### src/rtl/ppi_pkg.sv
// ppi_pkg: shared state encoding and register constants
// for the 8255A CPU-side bus sequencer.
package ppi_pkg;

  typedef enum logic [2:0] {
    ST_INIT_SETUP,
    ST_INIT_STROBE,
    ST_INIT_HOLD,
    ST_IDLE,
    ST_SETUP,
    ST_STROBE,
    ST_HOLD
  } ppi_state_e;

  localparam logic [1:0] PPI_ADDR_PA   = 2'd0;
  localparam logic [1:0] PPI_ADDR_PB   = 2'd1;
  localparam logic [1:0] PPI_ADDR_PC   = 2'd2;
  localparam logic [1:0] PPI_ADDR_CTRL = 2'd3;

  localparam logic [7:0] PPI_CTRL_ALL_OUT = 8'h80;

endpackage

### src/rtl/ppi_phase_timer.sv
// ppi_phase_timer: 4-bit phase down-counter, loaded on
// each phase entry, flags its last cycle and idle state.
module ppi_phase_timer (
  input  logic       clk_i,
  input  logic       rst_i,
  input  logic       load_i,
  input  logic [3:0] val_i,
  output logic       zero_o,
  output logic       last_o
);

  logic [3:0] cnt_q, cnt_d;

  always_comb begin
    cnt_d = cnt_q;
    if (load_i) begin
      cnt_d = val_i;
    end else if (cnt_q != 4'd0) begin
      cnt_d = cnt_q - 4'd1;
    end
  end

  always_ff @(posedge clk_i or posedge rst_i) begin
    if (rst_i) cnt_q <= 4'd0;
    else       cnt_q <= cnt_d;
  end

  assign zero_o = (cnt_q == 4'd0);
  assign last_o = (cnt_q == 4'd1);

endmodule

### src/rtl/ppi_bus_master.sv
// ppi_bus_master: drives the 8255A CPU bus from a
// request/response port, with a post-reset control write.
module ppi_bus_master
  import ppi_pkg::*;
#(
  parameter int unsigned SETUP_CYC  = 1,
  parameter int unsigned STROBE_CYC = 2,
  parameter int unsigned HOLD_CYC   = 1,
  parameter bit          INIT_EN    = 1'b1,
  parameter logic [7:0]  INIT_CTRL  = PPI_CTRL_ALL_OUT
) (
  input  logic       clk,
  input  logic       reset,
  input  logic       req_valid,
  output logic       req_ready,
  input  logic       req_wr,
  input  logic [1:0] req_addr,
  input  logic [7:0] req_wdata,
  output logic       rsp_valid,
  output logic [7:0] rsp_rdata,
  output logic       busy,
  output logic       nCS,
  output logic       nRD,
  output logic       nWR,
  output logic [1:0] A,
  output logic [7:0] Dout,
  output logic       DEn,
  input  logic [7:0] Din
);

  if (SETUP_CYC < 1 || SETUP_CYC > 15 ||
      STROBE_CYC < 1 || STROBE_CYC > 15 ||
      HOLD_CYC < 1 || HOLD_CYC > 15) begin : g_bad_param
    $error("ppi_bus_master: phase lengths must be 1..15");
  end

  localparam logic [3:0] S4 = 4'(SETUP_CYC);
  localparam logic [3:0] P4 = 4'(STROBE_CYC);
  localparam logic [3:0] H4 = 4'(HOLD_CYC);

  ppi_state_e state_q;
  logic       ncs_q, nrd_q, nwr_q, den_q;
  logic [1:0] a_q;
  logic [7:0] dout_q, rdata_q;
  logic       rsp_valid_q, ready_q, busy_q, wr_q;

  logic       t_load, t_zero, t_last;
  logic [3:0] t_val;
  logic       accept;

  assign accept = (state_q == ST_IDLE) && req_valid && ready_q;

  always_comb begin
    t_load = 1'b0;
    t_val  = S4;
    unique case (state_q)
      ST_INIT_SETUP, ST_SETUP: begin
        t_load = t_zero | t_last;
        t_val  = t_zero ? S4 : P4;
      end
      ST_INIT_STROBE, ST_STROBE: begin
        t_load = t_last;
        t_val  = H4;
      end
      ST_IDLE: t_load = accept;
      ST_INIT_HOLD, ST_HOLD: t_load = 1'b0;
      default: t_load = 1'b0;
    endcase
  end

  ppi_phase_timer u_timer (
    .clk_i  (clk),
    .rst_i  (reset),
    .load_i (t_load),
    .val_i  (t_val),
    .zero_o (t_zero),
    .last_o (t_last)
  );

  always_ff @(posedge clk or posedge reset) begin
    if (reset) begin
      state_q     <= INIT_EN ? ST_INIT_SETUP : ST_IDLE;
      ncs_q       <= 1'b1;
      nrd_q       <= 1'b1;
      nwr_q       <= 1'b1;
      den_q       <= 1'b0;
      a_q         <= 2'd0;
      dout_q      <= 8'd0;
      rdata_q     <= 8'd0;
      rsp_valid_q <= 1'b0;
      ready_q     <= 1'b0;
      busy_q      <= 1'b1;
      wr_q        <= 1'b0;
    end else begin
      rsp_valid_q <= 1'b0;
      unique case (state_q)
        ST_INIT_SETUP: begin
          // Zero count marks the first cycle out of reset.
          if (t_zero) begin
            ncs_q  <= 1'b0;
            a_q    <= PPI_ADDR_CTRL;
            dout_q <= INIT_CTRL;
            den_q  <= 1'b1;
          end else if (t_last) begin
            state_q <= ST_INIT_STROBE;
            nwr_q   <= 1'b0;
          end
        end
        ST_INIT_STROBE: begin
          if (t_last) begin
            state_q <= ST_INIT_HOLD;
            nwr_q   <= 1'b1;
          end
        end
        ST_INIT_HOLD, ST_HOLD: begin
          if (t_last) begin
            state_q     <= ST_IDLE;
            ncs_q       <= 1'b1;
            den_q       <= 1'b0;
            ready_q     <= 1'b1;
            busy_q      <= 1'b0;
            rsp_valid_q <= (state_q == ST_HOLD);
          end
        end
        ST_IDLE: begin
          ready_q <= !accept;
          busy_q  <= accept;
          if (accept) begin
            state_q <= ST_SETUP;
            wr_q    <= req_wr;
            ncs_q   <= 1'b0;
            a_q     <= req_addr;
            den_q   <= req_wr;
            if (req_wr) dout_q <= req_wdata;
          end
        end
        ST_SETUP: begin
          if (t_last) begin
            state_q <= ST_STROBE;
            nwr_q   <= !wr_q;
            nrd_q   <= wr_q;
          end
        end
        ST_STROBE: begin
          if (t_last) begin
            state_q <= ST_HOLD;
            nwr_q   <= 1'b1;
            nrd_q   <= 1'b1;
            if (!wr_q) rdata_q <= Din;
          end
        end
        default: state_q <= ST_IDLE;
      endcase
    end
  end

  assign req_ready = ready_q;
  assign rsp_valid = rsp_valid_q;
  assign rsp_rdata = rdata_q;
  assign busy      = busy_q;
  assign nCS       = ncs_q;
  assign nRD       = nrd_q;
  assign nWR       = nwr_q;
  assign A         = a_q;
  assign Dout      = dout_q;
  assign DEn       = den_q;

endmodule
### config.mk
export PLATFORM = sky130hd
export DESIGN_NAME = ppi_bus_master
export DESIGN_NICKNAME = d
export VERILOG_FILES = /design/src/rtl/ppi_pkg.sv /design/src/rtl/ppi_phase_timer.sv /design/src/rtl/ppi_bus_master.sv
export SDC_FILE = /design/constraint.sdc
export NUM_CORES = 1
export LEC_CHECK = 0
export ABC_CLOCK_PERIOD_IN_PS = 2700
export CAP_MARGIN = 5
export CORE_UTILIZATION = 46
export CTS_CLUSTER_SIZE = 24
export DETAILED_ROUTE_END_ITERATION = 6
export GPL_ROUTABILITY_DRIVEN = 0
export PLACE_DENSITY = 0.79
export SLEW_MARGIN = 15
export SYNTH_ARGS = -nofsm -noshare
export SYNTH_HDL_FRONTEND = slang
export SYNTH_SLANG_ARGS = --single-unit
### constraint.sdc
create_clock -name clk -period 2.7 [get_ports clk]
set_clock_uncertainty 0.15 [all_clocks]
set_input_delay 0.27 -clock clk [delete_from_list [all_inputs] [get_ports clk]]
set_output_delay 0.27 -clock clk [all_outputs]
set_load 0.02 [all_outputs]
* Yosys cells after proc, flatten, opt, wreduce, memory -nomap -nowiden
Cells that the tools add are included. W data, S select, Z words.
Storage, ports and cells: flip-flop bits (word level) 33
Operators by class: add/sub/neg operators 1, equal/unequal tests 17, mux-type cells 37, bitwise operators 2, reduce and logical (&&, ||, !) cells 25
Operators by type and width (number):
- $mux W8 | 3
- $mux W3 | 7
- $ne A2 B2 Y1 const B | 9
- $pmux W3 S6 | 1
- $pmux W8 S2 | 1
- $pmux W1 S3 | 4
- $mux W1 | 11
- $eq A3 B3 Y1 const B | 3
- $reduce_and A3 Y1 | 3
- $mux W2 | 4
- $mux W4 | 2
- $reduce_and A4 Y1 | 2
- $reduce_bool A2 Y1 | 4
- $reduce_and A7 Y1 | 1
- $eq A3 B2 Y1 const B | 2
- $pmux W1 S2 | 3
- $reduce_bool A3 Y1 | 2
- $reduce_or A2 Y1 | 3
- $reduce_and A5 Y1 | 1
- $eq A4 B1 Y1 const B | 1
- $logic_not A4 Y1 | 1
- $pmux W2 S2 | 1
- $reduce_and A2 Y1 | 2
- $reduce_bool A4 Y1 | 1
- 8 further kinds | 10

* Logic depth before layout (Yosys ltp)
Gate-level depths: netlist of the first run.
depth in word-level cells 5, mapped depth 7, mapped depth without buffers 6

* By module
From an unflattened synthesis of the first run, not the netlist that was laid out.
Second synthesis, totals: cell total of the unflattened synthesis 141, area, all modules 1606.5 um^2
Modules (own cells, without submodules):
- ppi_bus_master | instances 1, cells each 116, area each 1350.0 um^2
- ppi_phase_timer | instances 1, cells each 25, area each 256.5 um^2

* Worst setup path after synthesis of the first run
OpenSTA, ideal clock, no wires.
path type reg2reg, from reg u_timer.cnt_q[0], to reg dout_q[0] (netlist: Dout[0]), library setup time 0.121 ns, arrival 1.736 ns, required time 2.429 ns, path slack 0.693 ns, stages on the path, launching flop included 8, buffers on the path 1, clock period less this slack 2.007 ns, path through dfrtp_1 -> inv_1 -> ha_1 -> nor3b_4 -> o22ai_1 -> or3b_1 -> buf_6 -> a22o_1
On the way: word-level cells in the longest chain between the ends 3
Ends and longest elaborated chain:
- from (decl) | RTL line ppi_phase_timer.sv:12 | logic [3:0] cnt_q, cnt_d;
- from (signal assigned) | RTL line ppi_phase_timer.sv:25 | else cnt_q <= cnt_d;
- $logic_not A4 Y1 | RTL line ppi_phase_timer.sv:28 | assign zero_o = (cnt_q == 4'd0);
- $ne A2 B2 Y1 (no line)
- $reduce_and A4 Y1 (no line)
- to (signal assigned) | RTL line ppi_bus_master.sv:134 | if (req_wr) dout_q <= req_wdata;
- to (decl) | RTL line ppi_bus_master.sv:44 | logic [7:0] dout_q, rdata_q;
Every way passes these cells. A chain may end at the register's enable or synchronous reset.

* Worst setup path in the final report of the first run
from reg u_timer.cnt_q[0], to reg dout_q[4] (netlist: Dout[4])
Same word-level chain as after synthesis.

==> results of run 1 <==
[synth_stat cells (2+ instances only)]
library cell,count,area [µm²]
a21oi_1,10,50.1
a22o_1,7,61.3
and3_1,2,12.5
buf_6,2,22.5
clkbuf_1,4,15.0
dfrtp_1,29,726
dfstp_2,4,105
ha_1,2,25.0
inv_1,7,26.3
mux2_2,7,78.8
nand2_1,11,41.3
nand2b_1,2,12.5
nand3_1,2,10.0
nand3b_1,2,15.0
nor2_1,6,22.5
nor2b_1,2,12.5
nor3_1,2,10.0
nor3b_4,2,37.5
o21ai_0,11,55.1
o22a_1,2,17.5
o31ai_1,2,15.0
or3_1,2,12.5
[registers in the layout, indices dropped and copies added, names as in the netlist, 2 cells and up]
| name | flops |
|---|---|
| rsp_rdata | 8 |
| u_timer.cnt_q | 4 |
| A | 2 |
| Dout | 8 |
| state_q | 3 |
[worst max-delay path, stage by stage, from the launching register on]
cell     delay (ns)
dfrtp_1        0.44
inv_1          0.10
ha_1           0.23
nor3b_4        0.33
o22ai_1        0.15
or3b_1         0.52
a22o_1         0.24
[path summary, 6_finish.rpt]
kind / from / to / slack [ns] / cells after the start
max in group asynchronous: reset / busy$_DFFE_PP1P_ / 1.91 / 3
max reg2reg: u_timer.cnt_q[0]$_DFFE_PP0P_ / Dout[4]$_DFFE_PP0P_ / 0.42 / 6
max: u_timer.cnt_q[0]$_DFFE_PP0P_ / Dout[4]$_DFFE_PP0P_ / 0.42 / 6
min: reset / rsp_rdata[3]$_DFFE_PP0P_ / 0.15 / 3
min reg2reg: busy$_DFFE_PP1P_ / busy$_DFFE_PP1P_ / 0.32 / 2
min in group clk: busy$_DFFE_PP1P_ / busy$_DFFE_PP1P_ / 0.32 / 2
[report_power, final]
group / internal, mW / switching [mW] / leakage (nW)
registers: 0.721 / 0.231 / 0.412
logic: 0.595 / 0.596 / 0.460
clock network: 0.0979 / 0.168 / 0.0310
total: 1.41 / 0.995 / 0.903
[cell families (layout without fill, tap and decap cells)]
group	after synthesis	after routing	share of synthesized area
simple gates	41	41	0.165
flops	33	33	0.546
fa+ha+maj	2	2	0.0164
buf+inv	15	63	0.0502
compound gates	38	38	0.163
mux	8	8	0.0592
[per-stage QoR]
stage | setup WS [ns] | std cells | hold slack [ns] | total power [mW]
detailed placement | 0.484 | 221 | 0.303 | 2.15
CTS | 0.447 | 229 | 0.162 | 2.42
finish | 0.422 | 229 | 0.155 | 2.41
global placement | 0.572 | 221 | 0.300 | 2.10
global route | 0.324 | 229 | 0.200 | 2.59
floorplan | 0.693 | 137 | 0.246 | 1.71
[layer usage]
layer / routed length, µm / part of all wire / global-route usage
met1: 1380 / 0.42 / 0.245
met5: 0 / 0 / 0
met3: 198 / 0.061 / 0.0786
met4: 44 / 0.014 / 0.0698
met2: 1630 / 0.50 / 0.337
[area by class of cell]
cell class                 instances  area share
clock buffer                       5      0.0182
clock inverter                     3     0.00852
inverter                           7      0.0128
multi-input combinational         89       0.299
sequential                        33       0.404
tap                               44      0.0268
timing repair buffer              48       0.231
==> metrics.txt, run 1 <==
outcome=completed; largest net degree at the start of global routing=34; setup repair bufs after CTS=0; worst slew pin tran=0.586 ns; DR vias/cell=5.43; maximum vdd ir drop=0.000598 V; CTS tree=done; Pre-Repair DR Iteration Count=4; deepest clock path buffer count=2; post-synthesis async set-or-reset flop share=1.00; PortBufs=46; DRT iter0 DRCs=53; Yosys reg bits=33; row count=20; Post-Synthesis Cells=137; Register Area=831 µm²; Final setup viols=0; Post-synth EDFFs=0; synthesized area=1520 µm²; Post-DRT Antenna Nets=0; most frequent cells in the layout=46 x clkdlybuf4s50_1, 29 x dfrtp_1, 11 x nand2_1, 11 x o21ai_0, 10 x a21oi_1; Critical Path Start Type=flop; WP data required=2.78 ns; max_slew headroom=0.610; minimum clock period=2.28 ns; final hold vios=0; Post-DP Area=2000 µm²; Inserted Diodes=0; register area share after synthesis=0.546; fmax=0.439 GHz; commonest non-fill, non-tap cell in the layout=clkdlybuf4s50_1; initial antenna violation count=0; Netlist cell types=39; final core utilization=0.663; unrepaired setup endpoints after global routing=no; Synth Flop Type=dfrtp_1; Core ar.=3100 µm²; chip height=59.5 µm; vias=1244; DR WL/cell=14.2 µm; Final Max Slew Viols=0; CTS HTree Levels=2; pwr/cell area=1170 nW/µm²; post-route setup TNS=0 ns; global-route wire length before repair=5.13 mm; syn_nets=161; part of the cycle the worst path needs=0.844; clock-pin slew on the worst setup and hold paths=0.10 ns; Warnings, synthesis=0; final wirelength=3.25 mm; Critical Path End Type=flop; PostCTS Resize Cnt=0; share of layout cells above drive strength 1=0.135; multi-input logic area=614 µm²; # IOs=47; Nets=208; Fillers=276; clk_lat worst skew=0.34 ns; hold-fix buffers at CTS=0; Die ar.=3540 µm²; crit path DAT=2.35 ns; DRC=0; Max-Cap Viols=0; HPWL after DPL=2.36 mm; Leak=0.903 nW; crit path max fanout=9; Num CTS Buffers=5; Die W=59.5 µm; vias in the first global route=1128; mean post-synth cell area=11.1 µm²; Starting Density=0.490; Hold Crit Class=input port to async pin; Crit Path Class=flop to flop; CTS root buffer=clkbuf_4; Remaining Overflow, GRT=0; GRT Total Usage=0.204; Area Growth Syn to Fin=35.2%; post-route design area=2060 µm²; clock sink count=33
Power figures use the tool's default switching activity.
==> run 2: changes to the inputs <==
ABC_CLOCK_PERIOD_IN_PS = 2000   (was 2700)
CORE_UTILIZATION = 41   (was 46)
PLACE_DENSITY = 0.74   (was 0.79)
clock period = 2 ns   (was 2.7 ns; I/O delays follow)
==> run 2 against run 1 <==
- utilization is 1.6 points lower
- global-route usage fell by 1.2 points
- flip-flop and latch count did not move
- critical path depth is the same
- die area grew 12%
- largest cell class unchanged
==> metrics.txt, run 2 (synthesized netlist as in run 1, its figures left out) <==
crit path DAT=1.94 ns; DR vias/cell=5.26; Inserted Diodes=0; Area Growth Syn to Fin=46.4%; CTS root buffer=clkbuf_8; HPWL after DPL=2.45 mm; CTS tree=done; vias in the first global route=1244; clock sink count=33; Final setup viols=0; multi-input logic area=637 µm²; Overall Power=3.78 mW; minimum clock period=1.91 ns; worst slew pin tran=0.483 ns; Non-Filler Instances=243; hold-fix buffers at CTS=0; row count=21; Die W=62.9 µm; # IOs=47; Hold Crit Class=input port to async pin; clk_lat worst skew=0.29 ns; fmax=0.522 GHz; Critical Path Start Type=flop; Post-DP Area=2070 µm²; part of the cycle the worst path needs=0.957; final hold vios=0; commonest non-fill, non-tap cell in the layout=clkdlybuf4s50_1; pwr/cell area=1700 nW/µm²; max_slew headroom=0.674; Core ar.=3440 µm²; Nets=220; PortBufs=46; Die ar.=3960 µm²; deepest clock path buffer count=2; share of layout cells above drive strength 1=0.213; DR WL/cell=14.4 µm; GR Util met2=0.305; DRT iter0 DRCs=73; final wirelength=3.50 mm; M1 GR Usage=0.229; Pre-Repair DR Iteration Count=4; clock-pin slew on the worst setup and hold paths=0.07 ns; Register Area=832 µm²; unrepaired setup endpoints after global routing=no; Fillers=257; global-route wire length before repair=5.82 mm; Placed Cells=232; outcome=completed; initial antenna violation count=0; Post-DRT Antenna Nets=0; vias=1279; crit path max fanout=5; WP data required=2.03 ns; Leak=0.987 nW; Critical Path End Type=flop; largest net degree at the start of global routing=34; CTS HTree Levels=2; Crit Path Class=flop to flop; DRC=0; Final Max Slew Viols=0; Num CTS Buffers=5; maximum vdd ir drop=0.000956 V; Max-Cap Viols=0; met3 GRT Util=0.0712; GRT Total Usage=0.193; gr busiest metal=met2; Remaining Overflow, GRT=0; post-route design area=2230 µm²; chip height=62.9 µm; Starting Density=0.442; most frequent cells in the layout=46 x clkdlybuf4s50_1, 28 x dfrtp_1, 13 x buf_4; final core utilization=0.647
==> run 2: changes by cell type in the layout (fill, tap and decap cells not counted), moves of 2 or more <==
cell / before / now
clkbuf_8: 0 / 6
inv_2: 0 / 2
or3b_4: 0 / 2
buf_4: 2 / 13
clkbuf_4: 5 / 0
inv_1: 7 / 5
clkinv_2: 2 / 0
==> run 2: cell type report <==
class	instances	share of cell area
sequential	33	0.374
multi-input combinational	90	0.286
timing repair buffer	59	0.251
clock buffer	7	0.0388
tap	46	0.0258
clock inverter	1	0.0135
inverter	7	0.0118
==> run 2: worst paths after layout <==
check / cells after the start / slack, ns / end / from
worst max-delay path: 6 / 0.09 / Dout[3]$_DFFE_PP0P_ / u_timer.cnt_q[0]$_DFFE_PP0P_
worst min-delay path: 3 / 0.16 / Dout[7]$_DFFE_PP0P_ / reset
worst max register to register: 6 / 0.09 / Dout[3]$_DFFE_PP0P_ / u_timer.cnt_q[0]$_DFFE_PP0P_
worst min register to register: 2 / 0.32 / busy$_DFFE_PP1P_ / busy$_DFFE_PP1P_
max in group asynchronous: 3 / 1.22 / nRD$_DFFE_PP1P_ / reset
min in group clk: 2 / 0.32 / busy$_DFFE_PP1P_ / busy$_DFFE_PP1P_
==> run 2: layer usage <==
layer,part of all wire,vias to the layer above,routed length [µm]
met5,0,-,0
met4,0.027,0,95
met3,0.062,10,216
met2,0.49,57,1710
met1,0.42,604,1480
li1,-,608,-
==> run 2: per-stage QoR <==
step | worst slack (ns) | setup TNS, ns | hold slack, ns
after floorplan | 0.00874 | 0 | 0.176
final | 0.0858 | 0 | 0.163
after global placement | 0.0209 | 0 | 0.301
after detailed placement | -0.0168 | -0.108 | 0.309
after global routing | 0.0221 | 0 | 0.216
after CTS | 0.0660 | 0 | 0.175
==> run 2: worst max-delay path: stages (launching register included) <==
cell and delay, ns:
dfrtp_1 0.39, inv_2 0.07, ha_2 0.18, nor3b_4 0.24, o22ai_2 0.15, or3b_4 0.43, a22o_1 0.20
==> run 2: what timing repair did <==
item | 4_1_cts | 5_1_grt
pin swaps | 1 | 0
gates cloned | 0 | 1
endpoints found under the setup margin | 14 | 10
resized for setup | 1 | 6
setup buffers | 2 | 0
==> run 2: report_power, final <==
part	leakage [nW]	switching, mW	internal [mW]
clock network	0.0585	0.242	0.406
registers	0.411	0.248	0.979
logic	0.518	0.941	0.961
total	0.987	1.43	2.35
==> run 3: changes to the inputs <==
SKIP_CTS_REPAIR_TIMING = 1   (was default)
==> run 3 against run 2 <==
- die area did not move
- cell area fell by 0.34%
- non-clock buffer count fell by 1
- utilization fell by 0.22 points
- sequential power barely moved
- final cell count fell by 0.41%
- sequential share of layout area rose by 0.13 points
- hold slack barely moved
- highest routed layer unchanged
- clock-buffer cell count did not move
- global-route usage did not move
- largest power group unchanged
- setup slack got worse by 0.0045 ns
==> metrics.txt, run 3 (synthesized netlist as in run 1, its figures left out) <==
global-route wire length before repair=5.83 mm; PortBufs=46; Inserted Diodes=0; initial antenna violation count=0; row count=21; Core ar.=3440 µm²; GR Util met2=0.305; clock sink count=33; Critical Path End Type=flop; largest net degree at the start of global routing=34; Nets=219; M1 GR Usage=0.229; GRT Total Usage=0.193; Overall Power=3.77 mW; DR WL/cell=14.4 µm; most frequent cells in the layout=46 x clkdlybuf4s50_1, 28 x dfrtp_1, 12 x buf_4; Hold Crit Class=input port to async pin; minimum clock period=1.92 ns; fmax=0.521 GHz; chip height=62.9 µm; met3 GRT Util=0.0712; Post-DRT Antenna Nets=0; vias in the first global route=1239; WP data required=2.02 ns; CTS HTree Levels=2; Critical Path Start Type=flop; gr busiest metal=met2; Fin Hold WS=0.162 ns; Die W=62.9 µm; Non-Filler Instances=242; clock-pin slew on the worst setup and hold paths=0.07 ns; CTS tree=done; Max-Cap Viols=0; final wirelength=3.49 mm; vias=1283; final hold vios=0; worst slew pin tran=0.466 ns; unrepaired setup endpoints after global routing=no; share of layout cells above drive strength 1=0.209; Final Max Slew Viols=0; CTS root buffer=clkbuf_8; Crit Path Class=flop to flop; Placed Cells=232; DRT iter0 DRCs=79; commonest non-fill, non-tap cell in the layout=clkdlybuf4s50_1; maximum vdd ir drop=0.000957 V; Die ar.=3960 µm²; max_slew headroom=0.685; post-route setup TNS=0 ns; Remaining Overflow, GRT=0; part of the cycle the worst path needs=0.959; outcome=completed; Area Growth Syn to Fin=45.9%; crit path max fanout=7; HPWL after DPL=2.45 mm; clk_lat worst skew=0.29 ns; # IOs=47; Leak=0.982 nW; Pre-Repair DR Iteration Count=4; DRC=0; deepest clock path buffer count=2; Final setup viols=0; pwr/cell area=1700 nW/µm²; crit path DAT=1.94 ns; Num CTS Buffers=5; DR vias/cell=5.30; Starting Density=0.442
[run 3: cell count changes in the layout (fill, tap and decap cells not counted)]
cell | before | now
buf_4 | 13 | 12
[run 3: power breakdown]
part | total (mW) | leakage [nW] | switching, mW | internal, mW
clock network | 0.647 | 0.0585 | 0.241 | 0.406
registers | 1.23 | 0.411 | 0.248 | 0.979
logic | 1.90 | 0.513 | 0.940 | 0.960
total | 3.77 | 0.982 | 1.43 | 2.34
[run 3: area by class of cell]
type                    instances  area (µm²)
fillers                       259        1220
flip-flops and latches         33         832
multi-input cells              90         637
repair buffers                 58         551
clock buffers                   7        86.3
well taps                      46        57.6
clock inverters                 1        30.0
inverters                       7        26.3
[run 3: metal layers]
layer | part of all wire | wire length (µm)
met5 | 0 | 0
met2 | 0.50 | 1740
met1 | 0.41 | 1440
met4 | 0.027 | 95
met3 | 0.061 | 214
[run 3: path summary, 6_finish.rpt]
check | start | endpoint | slack, ns | depth (start not counted)
worst max register to register | u_timer.cnt_q[0]$_DFFE_PP0P_ | rsp_rdata[5]$_DFFE_PP0P_ | 0.08 | 6
worst min-delay path | reset | Dout[7]$_DFFE_PP0P_ | 0.16 | 3
max in group asynchronous | reset | nRD$_DFFE_PP1P_ | 1.22 | 3
worst min register to register | busy$_DFFE_PP1P_ | busy$_DFFE_PP1P_ | 0.32 | 2
worst max-delay path | u_timer.cnt_q[0]$_DFFE_PP0P_ | rsp_rdata[5]$_DFFE_PP0P_ | 0.08 | 6
min in group clk | busy$_DFFE_PP1P_ | busy$_DFFE_PP1P_ | 0.32 | 2
[run 3: worst max-delay path: stages, from the launching register on]
cell and delay, ns:
dfrtp_1 0.37, buf_4 0.14, ha_1 0.22, nand3_1 0.18, nor3b_4 0.23, buf_4 0.19, mux2_2 0.34
[run 3: per-stage QoR]
step | setup slack (ns) | util | cell area [µm²]
2_1_floorplan | 0.00874 | - | 1520
3_3_place_gp | 0.0209 | 0.603 | 2070
3_5_place_dp | -0.0168 | 0.603 | 2070
4_1_cts | -0.0262 | 0.636 | 2190
5_1_grt | 0.00936 | 0.645 | 2220
6_report | 0.0812 | 0.645 | 2220
